$ cat src/rtl/pcs_tx_gearbox.sv
// pcs_tx_gearbox: turns the 66b encoder/scrambler block stream into a continuous DATA_W-bit
// line stream. Sync headers pile up in a residue buffer that is drained once per 33*CNT_N cycles.
module pcs_tx_gearbox #(
    parameter int DATA_W  = 64,
    parameter int BLOCK_W = 64,
    parameter int CNT_N   = BLOCK_W / DATA_W,
    parameter int SEQ_W   = $clog2(33 * CNT_N)
) (
    input  logic              clk,
    input  logic              nreset,
    input  logic              head_v_i,
    input  logic [1:0]        sync_head_i,
    input  logic [DATA_W-1:0] data_i,
    output logic              ready_o,
    output logic              data_v_o,
    output logic [DATA_W-1:0] data_o,
    output logic [SEQ_W-1:0]  seq_o
);
    localparam int                BUF_W     = 130;
    localparam int                PART_W    = (CNT_N > 1) ? $clog2(CNT_N) : 1;
    localparam logic [SEQ_W-1:0]  STALL_SEQ = SEQ_W'(32 * CNT_N);
    localparam logic [SEQ_W-1:0]  LAST_SEQ  = SEQ_W'(33 * CNT_N - 1);
    localparam logic [PART_W-1:0] LAST_PART = PART_W'(CNT_N - 1);
    localparam logic [6:0]        W_BITS    = 7'(DATA_W);

    logic [SEQ_W-1:0]  seq;
    logic [6:0]        r;
    logic [BUF_W-1:0]  residue;
    logic [BUF_W-1:0]  word;
    logic [BUF_W-1:0]  cat;
    logic [PART_W-1:0] part;

    assign ready_o = (seq < STALL_SEQ);
    assign seq_o   = seq;

    // Residue bits at and above r are always zero, so OR-ing the shifted word yields {w, residue[r-1:0]}.
    always_comb begin
        word = '0;
        if (head_v_i) begin
            word = BUF_W'({data_i, sync_head_i});
        end else begin
            word = BUF_W'(data_i);
        end
        cat = residue | (word << r);
    end

    always_ff @(posedge clk or negedge nreset) begin
        if (!nreset) begin
            seq      <= '0;
            r        <= '0;
            residue  <= '0;
            part     <= '0;
            data_o   <= '0;
            data_v_o <= 1'b0;
        end else begin
            seq      <= (seq == LAST_SEQ) ? '0 : seq + 1'b1;
            data_v_o <= 1'b1;
            if (ready_o) begin
                data_o  <= cat[DATA_W-1:0];
                residue <= cat >> DATA_W;
                part    <= (part == LAST_PART) ? '0 : part + 1'b1;
                if (head_v_i) begin
                    r <= r + 7'd2;
                end
            end else begin
                data_o  <= residue[DATA_W-1:0];
                residue <= residue >> DATA_W;
                r       <= r - W_BITS;
            end
        end
    end

    // Upstream must mark exactly every CNT_N-th accepted word as a block head.
    a_head_position: assert property (@(posedge clk) disable iff (!nreset)
        ready_o |-> (head_v_i == (part == '0)));

    a_r_max: assert property (@(posedge clk) disable iff (!nreset) r <= 7'd64);

    a_r_zero_at_wrap: assert property (@(posedge clk) disable iff (!nreset)
        (seq == '0) |-> (r == '0));

    a_stall_start: assert property (@(posedge clk) disable iff (!nreset)
        $fell(ready_o) |-> (seq == STALL_SEQ));

    a_stall_end: assert property (@(posedge clk) disable iff (!nreset)
        $rose(ready_o) |-> (seq == '0));

    a_no_x: assert property (@(posedge clk) disable iff (!nreset)
        !$isunknown({ready_o, data_v_o, data_o, seq_o}));

endmodule

$ cat config.mk
export PLATFORM = sky130hd
export DESIGN_NAME = pcs_tx_gearbox
export DESIGN_NICKNAME = d
export VERILOG_FILES = /design/src/rtl/pcs_tx_gearbox.sv
export SDC_FILE = /design/constraint.sdc
export NUM_CORES = 1
export LEC_CHECK = 0
export ABC_AREA = 1
export CAP_MARGIN = 20
export CELL_PAD_IN_SITES_DETAIL_PLACEMENT = 1
export CELL_PAD_IN_SITES_GLOBAL_PLACEMENT = 2
export CORE_AREA = 4 4 160 239
export DETAILED_ROUTE_END_ITERATION = 16
export DIE_AREA = 0 0 164 243
export PLACE_DENSITY = 0.86
export RECOVER_POWER = 50
export SYNTH_ARGS = -nofsm -noshare
export SYNTH_HDL_FRONTEND = slang
export SYNTH_SLANG_ARGS = --single-unit
$ cat constraint.sdc
create_clock -name clk -period 1.6 [get_ports clk]
set_input_delay 0.32 -clock clk [delete_from_list [all_inputs] [get_ports clk]]
set_output_delay 0.32 -clock clk [all_outputs]
set_load 0.005 [all_outputs]
==> qor.tcl <==
set qor(run_status) {finished, violations left}
set qor(violations) {negative setup slack}
set qor(cts_buffers) 17
set qor(cts-htree-levels) 4
set qor(synthesis.nets) 1546
set qor(grt_setup_unrepaired) {true}
set qor(synth_largest_area_cell) {dfrtp_1}
set qor(post-place-cells) 2096
set qor(postSynth.topFlopCell) {dfrtp_1}
set qor(power.leakage_nw) 6.828
set qor(hold_wc_path_type) {flip-flop to flip-flop}
set qor(cts_root_buffer) {clkbuf_16}
set qor(detailedRoute.firstPassIterationCount) 5
set qor(timing.reg2reg.setup_slack_ps) -350
set qor(syn-mean-instance-area_um2) 6.809
set qor(route.detailed.vias_per_inst) 5.521
set qor(ys.warnings.count) 0
set qor(area.growth.synth_to_final_pct) 49.41
set qor(yosys_register_bits) 143
set qor(path_max_fanout) 8
set qor(yosys.area.top_type_share_pct) 35.65
set qor(synth_area_um2) 10040
set qor(detail_route.iter0.violations) 846
set qor(initial_core_util_pct) 27.92
set qor(grt_first_pass_wirelength_mm) 70.71
set qor(finalClockSkew_ps) 17.29
set qor(power_per_cell_area_nw_per_um2) 2517
set qor(hold_ws_ps) 436.8
set qor(synth_top_cells_by_area) {dfrtp_1, nand3_1, nand2_1, o21bai_1, o21ai_1}
set qor(critPathTopFamily) {simple AND/OR/NAND/NOR gates}
set qor(crit_chain) {inv_8 > clkbuf_16 > nand3_1 > nand2_1 > nand2_1 > nand2_1 > nand2_1 > nand2_2 > nand2_2 > nand2_2 > nand2_2 > nand3_2 > nand2_1}
set qor(report.final.slew_viol_count) 0
set qor(cp_data_arrival_time_ps) 2270
set qor(synth.cells.most_frequent) {nand3_1, nand2_1, dfrtp_1, nor2_1, o21bai_1}
set qor(finish.instance_area_um2) 15000
set qor(final_nets) 1722
set qor(layout.filler_cells) 4412
set qor(grt_antenna_before_repair) 0
set qor(crit_path_frequent_cell) {nand2_1}
set qor(synth_cell_types) 34
set qor(antenna_cells) 0
set qor(crit_type) {flip-flop to flip-flop}
set qor(port-buffer-count) 140
set qor(clk_pin_slew_ps) 70
set qor(ir_worst_vdd_uv) 1342
set qor(vertical_die_dimension_um) 243
set qor(maxSlewHeadroom_pct) 32.88
set qor(final_critical_path_setup_slack_ps) -351.5
set qor(timing.critical_path.from_type) {flip-flop}
set qor(area.sequential_um2) 3590
set qor(synth_enable_flop_cells) 0
set qor(grt_pass1_vias) 11828
set qor(cts_tree) {built}
set qor(groute.usage.overall_pct) 22.71
set qor(routed_wirelength_mm) 46.58
set qor(route.antenna.remaining_nets) 0
set qor(hold_viol) 0
set qor(detailed_place.area_um2) 12670
set qor(routability_congestion) 0.9078
set qor(cts.path.max_buffers) 2
set qor(fraction_of_layout_instances_using_a_drive_strength_above_1_pct) 29.62
set qor(multi_input_area_um2) 7184
set qor(maximum_capacitance_violations) 0
set qor(timing.critical_path.slowest_stage_cell) {dfrtp_2}
set qor(worstSetupEndpointType) {flip-flop}
set qor(core_area_um2) 35950
set qor(synthArstFlopShare_pct) 100.0
set qor(final_global_route_overflow_total) 0
set qor(crit_buf_inv) 2
set qor(max_slew.worst_pin.slew_ps) 1007
set qor(wl_per_cell_um) 21.78
set qor(die_width_um) 164
set qor(post-route-min-period_ps) 1951
set qor(sink_count) 143
set qor(fin_cells) 2139
set qor(yosysSeqAreaShare_pct) 35.65
set qor(final.period_utilization_pct) 122.0
set qor(fmaxAchievable_mhz) 512.4
set qor(crit_required_ps) 1920
set qor(setup_viol) 130
set qor(grt_max_degree) 71
set qor(placement_rows) 85
set qor(max_stage_delay_ps) 490
set qor(total_die_area_um2) 39850
set qor(synth_most_common_cell) {nand3_1}
set qor(drc) 0
set qor(netlist_instances) 1474
set qor(clock_latency_late_sink_ps) 450
set qor(pre_cts_ws_ps) -490.6
set qor(vias) 11809
set qor(hpwlAfterDp_mm) 34.17
set qor(num_io_pins) 141
[area by class of cell]
class                           instances  area share [%]
Multi-Input combinational cell       1176           47.91
Sequential cell                       143           23.94
Tap cell                              478           3.988
Clock inverter                         11          0.7842
Timing Repair Buffer                  272           19.23
Inverter                               40           1.135
Clock buffer                           19           3.020
[metal layers]
layer / global-route usage (%) / routed length [µm]
met5: 0 / 0
met1: 31.68 / 20660
met2: 35.51 / 22050
met4: 8.368 / 1676
met3: 3.411 / 2187
[final timing paths]
kind	depth (start not counted)	start	to
min reg2reg	2	residue[34]	data_o[34]
max in group asynchronous	3	nreset	seq_o[3]
min	2	residue[34]	data_o[34]
max	13	r[1]	residue[0]
min in group asynchronous	2	nreset	data_o[8]
max reg2reg	13	r[1]	residue[0]
[state kept, by name, indices dropped and copies added (netlist names)]
| signal | flops |
|---|---|
| r | 6 |
| seq_o | 6 |
| residue | 66 |
| data_o | 64 |
| data_v_o | 1 |
[worst reg2reg max path, cell delays in order (launching register included)]
cell and delay, ps:
dfrtp_2 490, inv_8 160, clkbuf_16 190, nand3_1 120, nand2_1 110, nand2_1 120, nand2_1 110, nand2_1 70
nand2_2 100, nand2_2 70, nand2_2 80, nand2_2 70, nand3_2 90, nand2_1 60
[timing repair]
item | in CTS | in global routing
endpoints found under the setup margin | 191 | 196
buffers inserted | 2 | 5
hold buffers | 1 | 0
gates resized for setup | 161 | 212
pin swaps | 10 | 26
hold endpoints to repair | 29 | 0
gates cloned | 1 | 4
[kinds of logic after synthesis]
family                     Yosys count  share of synthesized area (%)
AOI/OAI and AO/OA                  177                          11.09
adders and majority gates            3                         0.3740
buffers and inverters              155                          7.579
DFF                                143                          35.65
xor gates and xnor gates             8                         0.6981
other                                1                        0.03736
and+or+nand+nor                    987                          44.56
[report_power, final]
group          switching (W)  internal, W
logic                 0.0173       0.0105
clock network        0.00160      0.00234
registers           0.000654      0.00537
[stage by stage]
step           setup TNS [ps]  power, W  util [%]
3_3_place_gp           -44070   0.02894     35.24
5_1_grt                -37270   0.04034     41.72
6_report               -25390   0.03775     41.72
4_1_cts                -19660   0.03507     38.66
3_5_place_dp           -46870   0.02934     35.24
2_1_floorplan               0   0.01910         -
[cell usage in the layout, fill, tap and decap left out, types with 32 or more instances in the layout]
master and n:
nand3_1 355, o21bai_1 44, clkdlybuf4s50_1 121, nand2_2 39
nand3_2 207, nor2_1 34, buf_4 88, o21ai_1 39
nand2_1 306, inv_1 32, dfrtp_1 134
Note: power is estimated with default switching activity, not from simulation.
